`src/rtl/perceptron_sample_loader.sv`:
```
// Buffers one training set from a byte stream and replays it EPOCHS times.
// Optional macro LOADER_CHECKSUM_EN adds a running XOR of the loaded bytes on chk.
module perceptron_sample_loader #(
   parameter int N_SAMPLES = 3,
   parameter int INP_DIM   = 2,
   parameter int EPOCHS    = 4
) (
   input  logic                 clk,
   input  logic                 rst_n,
   input  logic                 ena,
   input  logic                 restart,
   input  logic [7:0]           in_data,
   input  logic                 in_valid,
   output logic [8*INP_DIM-1:0] s_x,
   output logic [7:0]           s_y,
   output logic [7:0]           s_idx,
   output logic                 s_last,
   output logic                 s_valid,
   input  logic                 s_ready,
   output logic                 done,
   output logic                 ovf,
   output logic [7:0]           chk
);

   localparam int TOT = N_SAMPLES * (INP_DIM + 1);
   localparam int AW  = (TOT > 1) ? $clog2(TOT) : 1;
   localparam logic [AW-1:0] LAST_A = AW'(TOT - 1);
   localparam logic [AW-1:0] STRIDE = AW'(INP_DIM + 1);
   localparam logic [AW-1:0] Y_OFS  = AW'(INP_DIM);
   localparam logic [7:0]    LAST_I = 8'(N_SAMPLES - 1);
   localparam logic [7:0]    LAST_E = 8'(EPOCHS - 1);

   typedef enum logic [1:0] {IDLE, LOAD, REPLAY, DONE} state_t;

   state_t               r_state;
   logic [AW-1:0]        r_addr;
   logic [AW-1:0]        r_rbase;
   logic [7:0]           r_idx;
   logic [7:0]           r_epoch;
   logic                 r_valid;
   logic                 r_last;
   logic                 r_done;
   logic                 r_ovf;
   logic [8*INP_DIM-1:0] r_x;
   logic [7:0]           r_y;
   logic [7:0]           r_mem [TOT];

   logic                 w_acc;
   logic                 w_hs;
   logic                 w_wrap;
   logic                 w_final;
   logic [7:0]           w_pidx;
   logic [AW-1:0]        w_pbase;
   logic [8*INP_DIM-1:0] w_px;
   logic [7:0]           w_py;

   assign w_acc   = ena & ~restart & in_valid &
                    ((r_state == IDLE) | (r_state == LOAD));
   assign w_hs    = r_valid & s_ready;
   assign w_wrap  = (r_idx == LAST_I);
   assign w_final = w_hs & w_wrap & (r_epoch == LAST_E);

   // Sample to present next: the current one on entry, else the successor.
   assign w_pidx  = r_valid ? (w_wrap ? 8'd0 : r_idx + 8'd1) : r_idx;
   assign w_pbase = r_valid ? (w_wrap ? '0 : r_rbase + STRIDE) : r_rbase;

   always_comb begin
      w_px = '0;
      for (int k = 0; k < INP_DIM; k++) begin
         w_px[8*k +: 8] = r_mem[w_pbase + AW'(k)];
      end
      w_py = r_mem[w_pbase + Y_OFS];
   end

   always_ff @(posedge clk) begin
      if (w_acc) begin
         r_mem[r_addr] <= in_data;
      end
   end

   always_ff @(posedge clk or negedge rst_n) begin
      if (!rst_n) begin
         r_state <= IDLE;
         r_addr  <= '0;
         r_rbase <= '0;
         r_idx   <= '0;
         r_epoch <= '0;
         r_valid <= 1'b0;
         r_last  <= 1'b0;
         r_done  <= 1'b0;
         r_ovf   <= 1'b0;
         r_x     <= '0;
         r_y     <= '0;
      end else if (ena) begin
         if (restart) begin
            r_state <= IDLE;
            r_addr  <= '0;
            r_rbase <= '0;
            r_idx   <= '0;
            r_epoch <= '0;
            r_valid <= 1'b0;
            r_last  <= 1'b0;
            r_done  <= 1'b0;
            r_ovf   <= 1'b0;
            r_x     <= '0;
            r_y     <= '0;
         end else begin
            if (in_valid & ((r_state == REPLAY) | (r_state == DONE))) begin
               r_ovf <= 1'b1;
            end
            unique case (r_state)
               IDLE: begin
                  if (in_valid) begin
                     r_addr  <= AW'(1);
                     r_state <= LOAD;
                  end
               end
               LOAD: begin
                  if (in_valid) begin
                     if (r_addr == LAST_A) begin
                        r_state <= REPLAY;
                        r_addr  <= '0;
                        r_rbase <= '0;
                        r_idx   <= '0;
                        r_epoch <= '0;
                     end else begin
                        r_addr <= r_addr + AW'(1);
                     end
                  end
               end
               REPLAY: begin
                  if (w_final) begin
                     r_valid <= 1'b0;
                     r_last  <= 1'b0;
                     r_done  <= 1'b1;
                     r_state <= DONE;
                  end else if (!r_valid || w_hs) begin
                     r_valid <= 1'b1;
                     r_idx   <= w_pidx;
                     r_rbase <= w_pbase;
                     r_last  <= (w_pidx == LAST_I);
                     r_x     <= w_px;
                     r_y     <= w_py;
                     if (w_hs && w_wrap) begin
                        r_epoch <= r_epoch + 8'd1;
                     end
                  end
               end
               DONE: begin
               end
               default: r_state <= IDLE;
            endcase
         end
      end
   end

`ifdef LOADER_CHECKSUM_EN
   logic [7:0] r_chk;

   always_ff @(posedge clk or negedge rst_n) begin
      if (!rst_n) begin
         r_chk <= '0;
      end else if (ena) begin
         if (restart) begin
            r_chk <= '0;
         end else if (w_acc) begin
            r_chk <= r_chk ^ in_data;
         end
      end
   end

   assign chk = r_chk;
`else
   assign chk = '0;
`endif

   assign s_x     = r_x;
   assign s_y     = r_y;
   assign s_idx   = r_idx;
   assign s_last  = r_last;
   assign s_valid = r_valid;
   assign done    = r_done;
   assign ovf     = r_ovf;

endmodule

```
`config.mk`:
```
export PLATFORM = sky130hd
export DESIGN_NAME = perceptron_sample_loader
export DESIGN_NICKNAME = d
export VERILOG_FILES = /design/src/rtl/perceptron_sample_loader.sv
export SDC_FILE = /design/constraint.sdc
export NUM_CORES = 1
export LEC_CHECK = 0
export ABC_AREA = 1
export BUFFER_PORTS_ARGS = -buffer_cell sky130_fd_sc_hd__buf_2
export CAP_MARGIN = 20
export CORE_ASPECT_RATIO = 1.4
export CORE_MARGIN = 4
export CORE_UTILIZATION = 55
export CTS_BUF_LIST = sky130_fd_sc_hd__clkbuf_2 sky130_fd_sc_hd__clkbuf_4 sky130_fd_sc_hd__clkbuf_8
export DETAILED_ROUTE_END_ITERATION = 7
export HOLD_SLACK_MARGIN = 0.1
export PLACE_DENSITY = 0.74
export SYNTH_ARGS = -nofsm -noshare
export SYNTH_HDL_FRONTEND = slang
export SYNTH_SLANG_ARGS = --single-unit
```
`constraint.sdc`:
```
create_clock -name clk -period 2.9 [get_ports clk]
set_input_delay 0.435 -clock clk [delete_from_list [all_inputs] [get_ports clk]]
set_output_delay 0.435 -clock clk [all_outputs]
set_load 0.02 [all_outputs]
```
==> results of run 1 <==
-- state kept, by name (all words and copies together) (netlist names) --
signal   count
s_idx        8
s_valid      1
r_epoch      8
ovf          1
s_last       1
r_addr       4
r_mem       72
done         1
s_x         16
r_rbase      4
s_y          8
r_state      2
-- final timing paths --
kind | depth (start not counted) | startpoint | endpoint | slack, ns
max | 14 | r_rbase[0] | s_x[10] | 0.27
min | 1 | in_data[2] | r_mem[0][2] | 0.27
max reg2reg | 14 | r_rbase[0] | s_x[10] | 0.27
min reg2reg | 2 | s_x[6] | s_x[6] | 0.48
max in group asynchronous | 3 | rst_n | r_rbase[3] | 2.12
min in group asynchronous | 3 | rst_n | s_x[7] | 0.51
-- cell families after synthesis --
family	Yosys count	synth area share (%)
compound gates	38	2.91
flops	126	46.4
fa+ha+maj	14	2.31
xor+xnor	6	0.694
other cells	1	0.0495
simple gates	623	36.9
buf+inv	178	10.7
-- final cells by class --
| class | count | area [µm²] |
|---|---|---|
| clock buffer | 18 | 241 |
| clock inverter | 14 | 170 |
| fill | 1186 | 5030 |
| inverter | 125 | 469 |
| multi-input combinational | 689 | 3290 |
| sequential | 126 | 3510 |
| tap | 182 | 228 |
| timing repair buffer | 78 | 503 |
-- repair_timing --
item	in CTS	in global routing
setup buffers	0	0
endpoints found under the hold margin	54	0
hold buffers	1	0
-- layer usage --
layer	share of wire [%]	global-route usage [%]
met1	39	33.1
met2	49	43.4
met3	8.2	4.84
met4	3.7	11.2
met5	0	0
-- power groups by stage --
| stage | Combinational (mW) | Clock [mW] | Sequential, mW |
|---|---|---|---|
| 6_report | 3.04 | 1.58 | 2.22 |
| 5_1_grt | 3.37 | 1.69 | 2.24 |
| 4_1_cts | 3.01 | 1.61 | 2.22 |
| 3_5_place_dp | 2.99 | 0 | 2.25 |
| 3_3_place_gp | 2.98 | 0 | 2.25 |
| 2_1_floorplan | 2.03 | 0 | 2.40 |
-- cell usage after synthesis, drive strengths merged, types with 5 or more instances --
cell type  instances  area (µm²)
o21ai             27         135
nor4               5        31.3
nand3            259        1320
ha                14         175
inv              125         469
edfxtp            72        2160
nor2              64         268
buf               47         318
clkbuf             6        22.5
xor2               6        52.6
dfrtp             54        1350
nand2            272        1040
nor3              14        70.1
-- through the flow --
stage | util [%] | setup WS (ns) | hold slack (ns) | total power [mW]
3_3_place_gp | 59.4 | 0.359 | 0.456 | 5.23
5_1_grt | 62.6 | 0.0433 | 0.276 | 7.30
2_1_floorplan | - | 0.290 | 0.139 | 4.43
6_report | 62.6 | 0.271 | 0.270 | 6.83
4_1_cts | 62.6 | 0.308 | 0.247 | 6.84
3_5_place_dp | 59.4 | 0.306 | 0.457 | 5.25
==> results by group, run 1 <==
Synthesis
  • Post-synthesis sequential area ratio: between 40 and 50%
  • Most common flop cell mapped by yosys: edfxtp_1
  • Yosys cell types: 36
  • Synthesized area per cell: 7.68 µm²
  • Flops & latches, synth: approximately 130
  • Post-synth EDFFs: slightly above 70
  • YS warnings: 0
  • Ys async rst share: between 40% and 50%
  • Syn Std Cell Area: around 7600 µm²
  • Mapped Cells: around 1,000

Pwr
  • P_int: 3.93 mW
  • Comb pwr share: roughly 45%
  • Pwr dens: ~810 nW/µm²
  • Peak VDD IR: roughly 460 µV
  • Switching Share: 42.5%
  • Clock Power Share: 23.1%
  • P_sw: 2.90 mW
  • Sequential Power Share: between 30% and 40%
  • P_leak: 4.25 nW

Placement
  • IO buf count: 49
  • Placed cell count: 1,199
  • DP Area: between 7000 and 8000 µm²
  • GPL Wtd Cong: approximately 0.95
  • HPWL Detailed: around 13,000 µm

Worst setup path
  • CP peak stage delay: 0.51 ns
  • CP Class: reg -> reg
  • CP endpoint kind: flop
  • CP top delay family: simple AND/OR/NAND/NOR gates
  • Most numerous cell on the critical path: nand2_1
  • Worst Path Buf+Inv: 3
  • Cells along the critical path: inv_2, ha_1, nor2_1, xor2_1, nand2_1, inv_2, ha_1, inv_1, nor2_1, nand2_1, nand2_2, nand3_1, nand2_1, nand2_1
  • CP max stage cell: dfrtp_1
  • Largest fanout on the critical path: 16
  • Critical Path RT: about 3.2 ns
  • Worst path arrival time: about 3.0 ns
  • Crit start category: flop

Timing
  • Fin crit period: between 2 and 3 ns
  • # setup viols final: 0
  • Final Hold Violating Endpoints: 0
  • Unrepaired setup endpoints after global routing: false
  • Setup TNS Final: 0 ns
  • Setup Skew: ~0.013 ns
  • Fmax: 380 MHz
  • Final Slew Violations: 0
  • Post-route clock period utilization: 90.7%

Cells and area
  • Cell Count, Final, Fillers Out: ~1,200
  • Share of cells above drive strength 1: 13.4%
  • Commonest cells after routing, fill and taps aside: nand2_1 (265), nand3_1 (256), inv_1 (114)
  • Fin nets: approximately 1,100
  • Commonest non-fill, non-tap cell in the layout: nand2_1
  • Area Growth Syn to Fin: 11.2%
  • Antenna Cells: 0
  • Design area: 8420 µm²

Floorplan
  • Die X: between 100 and 150 µm
  • Core area: ~13,000 µm²
  • Floorplan row count: 50
  • Initial Util: ~56%
  • Full die area: between 15,000 and 20,000 µm²
  • Die H: about 150 µm
  • I/O pin count: 58

Clocking
  • # resized after CTS: 0
  • Clock sink count: 126
  • H-tree depth: 4
  • Root Buffer: clkbuf_8
  • CTS tree: built
  • Clk slew on worst S/H paths: approximately 0.080 ns
  • Maximum clock path buffer count: 2
  • Worst-Skew Late Latency: ~0.45 ns
  • Number of CTS-inserted buffers: 17

Global route
  • Vias in the first global route: around 6,400
  • Antenna violations before repair: 0
  • Largest net degree at the start of global routing: approximately 60
  • First-pass GRT wire length: about 32,000 µm
  • GRT Total Usage: a little over a quarter
  • Remaining global-route overflow: 0

Detailed routing
  • Detail Route Antenna Nets: 0
  • DR vias: 6,732
  • Vias per Instance: around 5.5
  • Final routed DRC violation total: 0
  • Router iterations before antenna repair: 7
  • Routed WL: between 15,000 and 20,000 µm
  • DRT iter0 DRCs: between 600 and 700
  • Drt wl/cell: 15.9 µm

Hold path
  • Hold WC Path Type: in -> reg

Flow run
  • Max Cap Violations: 0

Run status
  • Status: finished clean
(Power assumes the default switching activity.)
==> run 2: changes to the inputs <==
CORE_UTILIZATION = 33   (was 55)
PLACE_DENSITY = not set   (was 0.74)
==> results by group, run 2 (same netlist as run 1, synthesis figures left out) <==
Run status
  • Status: finished clean

Global route
  • First-pass GRT wire length: between 30,000 and 40,000 µm
  • Largest net degree at the start of global routing: 57
  • GRT Total Usage: 15.9%
  • Remaining global-route overflow: 0
  • Vias in the first global route: 6,215
  • Antenna violations before repair: 0

Detailed routing
  • Vias per Instance: roughly 5
  • Router iterations before antenna repair: 6
  • Final routed DRC violation total: 0
  • Detail Route Antenna Nets: 0
  • Routed WL: between 15,000 and 20,000 µm
  • Drt wl/cell: between 10 and 15 µm
  • DRT iter0 DRCs: 463
  • DR vias: approximately 6,600

Cells and area
  • Design area: ~8500 µm²
  • Antenna Cells: 0
  • Most flops, register: r_mem
  • Share of cells above drive strength 1: a little over an eighth
  • Largest register FFs: 72
  • Area Growth Syn to Fin: 12.2%
  • Fin nets: 1,065
  • Commonest cells after routing, fill and taps aside: nand2_1 (265), nand3_1 (256), inv_1 (114)
  • Fillers: approximately 2,300
  • Layout Utilization: about 38%
  • Commonest non-fill, non-tap cell in the layout: nand2_1

Timing
  • # setup viols final: 0
  • Post-route clock period utilization: between 80% and 90%
  • Worst-Margin Slew: between 0.5 and 0.6 ns
  • Fmax: between 300 and 400 MHz
  • Fin crit period: about 2.5 ns
  • Hold Slack: 0.272 ns
  • Slew Limit Headroom: 61.4%
  • Final Slew Violations: 0
  • Unrepaired setup endpoints after global routing: false
  • Setup Skew: roughly 0.016 ns
  • Final Hold Violating Endpoints: 0
  • Setup TNS Final: 0 ns

Placement
  • IO buf count: just under 50
  • DP Area: between 8000 and 9000 µm²
  • HPWL Detailed: about 14,000 µm
  • GPL Wtd Cong: 0.861

Pwr
  • P_leak: around 4.2 nW
  • Sequential Power Share: between 30% and 40%
  • Switching Share: 43.8%
  • Pwr dens: ~800 nW/µm²
  • Clock Power Share: a little over a fifth
  • P_sw: a little under 3 mW
  • Peak VDD IR: 294 µV
  • Comb pwr share: between 40 and 50%
  • P_int: 3.76 mW
  • Total power: between 6 and 7 mW

Worst setup path
  • Critical Path RT: roughly 3.2 ns
  • Flop-to-flop setup slack: 0.38 ns
  • CP max stage cell: dfrtp_1
  • Worst path arrival time: 2.86 ns
  • Register-to-Register Path Depth: 16
  • Worst setup path endpoint: s_x[15]
  • CP startpoint: s_idx[0]
  • Largest fanout on the critical path: 10
  • CP Class: reg -> reg
  • Worst r2r src: s_idx[0]
  • CP peak stage delay: approximately 0.44 ns
  • Most numerous cell on the critical path: nand2_1
  • R2R Path End: s_x[15]
  • Crit start category: flop
  • CP endpoint kind: flop
  • Cells along the critical path: inv_1, ha_1, nand2_1, nor2_2, nand2_1, nand2_2, nand2_4, ha_1, inv_1, nand3_1, nand2_2, inv_2, nand3_1, nand3_1, nand2_1, nand2_1

Clocking
  • Number of CTS-inserted buffers: 17
  • Clk slew on worst S/H paths: ~0.080 ns
  • Worst-Skew Late Latency: 0.45 ns
  • H-tree depth: 4
  • Maximum clock path buffer count: 2
  • # Post-CTS Setup Buffers: 0
  • Root Buffer: clkbuf_8
  • CTS tree: built
  • Clock sink count: roughly 130

Floorplan
  • Core area: roughly 23,000 µm²
  • Die X: approximately 140 µm
  • Floorplan row count: 65
  • Full die area: about 25,000 µm²
  • Die H: 187 µm
  • Initial Util: between 30 and 40%
  • I/O pin count: 58

Hold path
  • Hold WC Path Type: in -> reg
  • Hold_sp: in_data[2]

Flow run
  • Max Cap Violations: 0
-- run 2: cell count changes in the layout (fill, tap and decap cells not counted), moves of 2 or more --
cell,previous run,this run
clkinv_4,4,1
clkinv_2,3,1
buf_4,25,28
buf_12,3,0
inv_6,0,5
bufinv_16,3,1
-- run 2: power by group through the flow --
stage | combinational [mW] | clock, mW | sequential, mW
finish | 2.98 | 1.47 | 2.23
global route | 3.34 | 1.58 | 2.26
CTS | 2.97 | 1.51 | 2.23
detailed placement | 2.96 | 0 | 2.27
global placement | 2.95 | 0 | 2.27
floorplan | 2.03 | 0 | 2.40
-- run 2: stage by stage --
step | cells | worst slack [ns]
after floorplan | 993 | 0.290
after global placement | 1318 | 0.377
after detailed placement | 1318 | 0.320
after CTS | 1351 | 0.296
after global routing | 1351 | 0.118
final | 1351 | 0.379
-- run 2: what timing repair did --
item / 4_1_cts / 5_1_grt
setup endpoints to repair: 0 / 1
endpoints found under the hold margin: 22 / 0
resized for setup: 0 / 1
hold buffers: 1 / 0
-- run 2: layout make-up --
class	instances	area, µm²	share of cell area, %
timing repair buffer	78	465	5.48
clock buffer	18	241	2.84
sequential	126	3510	41.4
inverter	125	469	5.52
clock inverter	14	133	1.56
tap	301	377	4.43
multi-input combinational	689	3300	38.8
-- run 2: how the worst min path moves through the flow --
| stage | end | cells after the start | slack [ns] |
|---|---|---|---|
| after global routing | r_mem[3][2] | 1 | 0.27 |
| after global placement | s_idx[6] | 1 | 0.45 |
| final | r_mem[3][2] | 1 | 0.27 |
| after floorplan | done | 0 | 0.14 |
| after CTS | r_mem[3][2] | 1 | 0.26 |
| after detailed placement | s_idx[6] | 1 | 0.45 |
-- run 2: worst max-delay path: cells and delay by family (launching register included) --
family	cells	cell delay, ns
buffers and inverters	3	0.30
DFF	1	0.44
adders and majority gates	2	0.41
and+or+nand+nor	11	1.27
-- run 2: per-layer routing --
layer  routed length (µm)  track usage (%)  vias up
met1                 8840             21.8     3095
met5                    0                0        -
met3                 1040             2.34       19
met4                  314             5.43        0
met2                 9500             25.6      208
li1                     -                -     3325
==> run 3: changes to the inputs <==
CORE_ASPECT_RATIO = not set   (was 1.4)
==> results by group, run 3 (same netlist as run 1, synthesis figures left out) <==
Clocking
  • H-tree depth: 4
  • Number of CTS-inserted buffers: 17
  • Worst-Skew Late Latency: 0.46 ns
  • Maximum clock path buffer count: 2
  • CTS tree: built
  • Clk slew on worst S/H paths: around 0.080 ns
  • Clock sink count: approximately 130
  • Root Buffer: clkbuf_8

Worst setup path
  • Worst Path Buf+Inv: 3
  • CP Class: reg -> reg
  • CP max stage cell: dfrtp_1
  • Crit start category: flop
  • CP peak stage delay: between 0.5 and 0.6 ns
  • CP endpoint kind: flop
  • CP top delay family: simple AND/OR/NAND/NOR gates
  • Largest fanout on the critical path: 16
  • Critical Path RT: around 3.3 ns
  • Cells along the critical path: inv_2, ha_1, nor2_1, xor2_1, nand2_1, inv_2, ha_1, inv_1, nor2_1, nand2_1, nand2_2, nand3_1, nand2_1, nand2_1
  • Worst path arrival time: between 2 and 3 ns
  • Most numerous cell on the critical path: nand2_1

Cells and area
  • Most flops, register: r_mem
  • Commonest non-fill, non-tap cell in the layout: nand2_1
  • Fin nets: 1,063
  • Share of cells above drive strength 1: a little over an eighth
  • Largest register FFs: ~70
  • Commonest cells after routing, fill and taps aside: nand2_1 (265), nand3_1 (256), inv_1 (114)
  • Layout Utilization: 37.5%
  • Antenna Cells: 0
  • Area Growth Syn to Fin: 11.7%

Pwr
  • Sequential Power Share: between 30% and 40%
  • P_int: 3.73 mW
  • Pwr dens: roughly 790 nW/µm²
  • Switching Share: between 40% and 50%
  • Total power: about 6.7 mW
  • Peak VDD IR: 378 µV
  • P_leak: roughly 4.2 nW
  • Comb pwr share: 45.2%
  • P_sw: 2.93 mW
  • Clock Power Share: 21.4%

Detailed routing
  • Drt wl/cell: between 10 and 15 µm
  • DRT iter0 DRCs: 786
  • Detail Route Antenna Nets: 0
  • Router iterations before antenna repair: 5
  • Vias per Instance: slightly below 5
  • Routed WL: about 20,000 µm
  • Final routed DRC violation total: 0
  • DR vias: roughly 6,500

Timing
  • Setup TNS Final: 0 ns
  • Worst-Margin Slew: ~0.59 ns
  • Fin crit period: ~2.6 ns
  • Hold Slack: about 0.3 ns
  • Unrepaired setup endpoints after global routing: false
  • # setup viols final: 0
  • Post-route clock period utilization: approximately nine tenths
  • Final worst setup slack: 0.342 ns
  • Setup Skew: 0.0126 ns
  • Final Slew Violations: 0
  • Fmax: about 390 MHz
  • Final Hold Violating Endpoints: 0
  • Slew Limit Headroom: ~60%

Global route
  • Remaining global-route overflow: 0
  • First-pass GRT wire length: between 30,000 and 40,000 µm
  • GRT Total Usage: approximately 16%
  • Antenna violations before repair: 2
  • Largest net degree at the start of global routing: 57
  • Vias in the first global route: between 6,000 and 7,000

Floorplan
  • I/O pin count: between 50 and 60
  • Full die area: 25,400 µm²
  • Floorplan row count: 55
  • Initial Util: 33.5%
  • Die H: roughly 160 µm
  • Die X: about 160 µm
  • Core area: between 20,000 and 25,000 µm²

Hold path
  • Hold WC Path Type: in -> reg

Placement
  • Setup WS pre-CTS: between 0.3 and 0.4 ns
  • HPWL Detailed: between 10,000 and 15,000 µm
  • GPL Wtd Cong: approximately 0.89
  • IO buf count: 49

Flow run
  • Max Cap Violations: 0

Run status
  • Status: finished clean
[run 3: cell type report]
| cell class | count | area (µm²) |
|---|---|---|
| Multi-Input combinational cell | 689 | 3290 |
| Clock inverter | 14 | 119 |
| Inverter | 125 | 469 |
| Clock buffer | 18 | 241 |
| Tap cell | 285 | 357 |
| Sequential cell | 126 | 3510 |
| Fill cell | 2338 | 14100 |
| Timing Repair Buffer | 76 | 463 |
[run 3: power by group through the flow]
stage / Combinational, mW / Clock [mW] / Sequential (mW)
final: 3.01 / 1.42 / 2.22
after global routing: 3.38 / 1.54 / 2.25
after CTS: 2.99 / 1.46 / 2.22
after detailed placement: 2.98 / 0 / 2.26
after global placement: 2.98 / 0 / 2.26
after floorplan: 2.03 / 0 / 2.40
[run 3: path summary, 6_finish.rpt]
kind                       startpoint           to  slack (ns)  cells past startpoint
min in group asynchronous       rst_n     s_idx[1]        0.51                      2
max in group asynchronous       rst_n       s_y[2]        1.57                      3
min                        in_data[6]  r_mem[2][6]        0.30                      1
min reg2reg                    s_x[1]       s_x[1]        0.47                      2
max                        r_rbase[0]      s_x[12]        0.34                     14
max reg2reg                r_rbase[0]      s_x[12]        0.34                     14
[run 3: worst register-to-register path: cells and delay by family (launching register included)]
family                     cells  cell delay, ns
DFF                            1            0.52
adders and majority gates      2            0.43
buffers and inverters          3            0.32
xor gates and xnor gates       1            0.20
and+or+nand+nor                8            0.98
[run 3: timing repair]
| item | in CTS | in global routing |
|---|---|---|
| hold buffers | 1 | 0 |
| setup buffers | 0 | 0 |
| hold endpoints to repair | 23 | 0 |
| gates resized for setup | 0 | 0 |
[run 3: metal layers]
layer  GRT usage (%)  part of all wire (%)  vias to the layer above
met5               0                 0.071                        -
met4            5.13                   1.8                        4
met3            3.13                   6.7                       29
met2            23.8                    42                      250
met1            23.0                    49                     2952
li1                -                     -                     3314
[run 3: metrics by stage]
stage,instance area [µm²],std cells
2_1_floorplan,7600,993
3_3_place_gp,8080,1300
3_5_place_dp,8080,1300
4_1_cts,8450,1333
5_1_grt,8450,1333
6_report,8450,1333
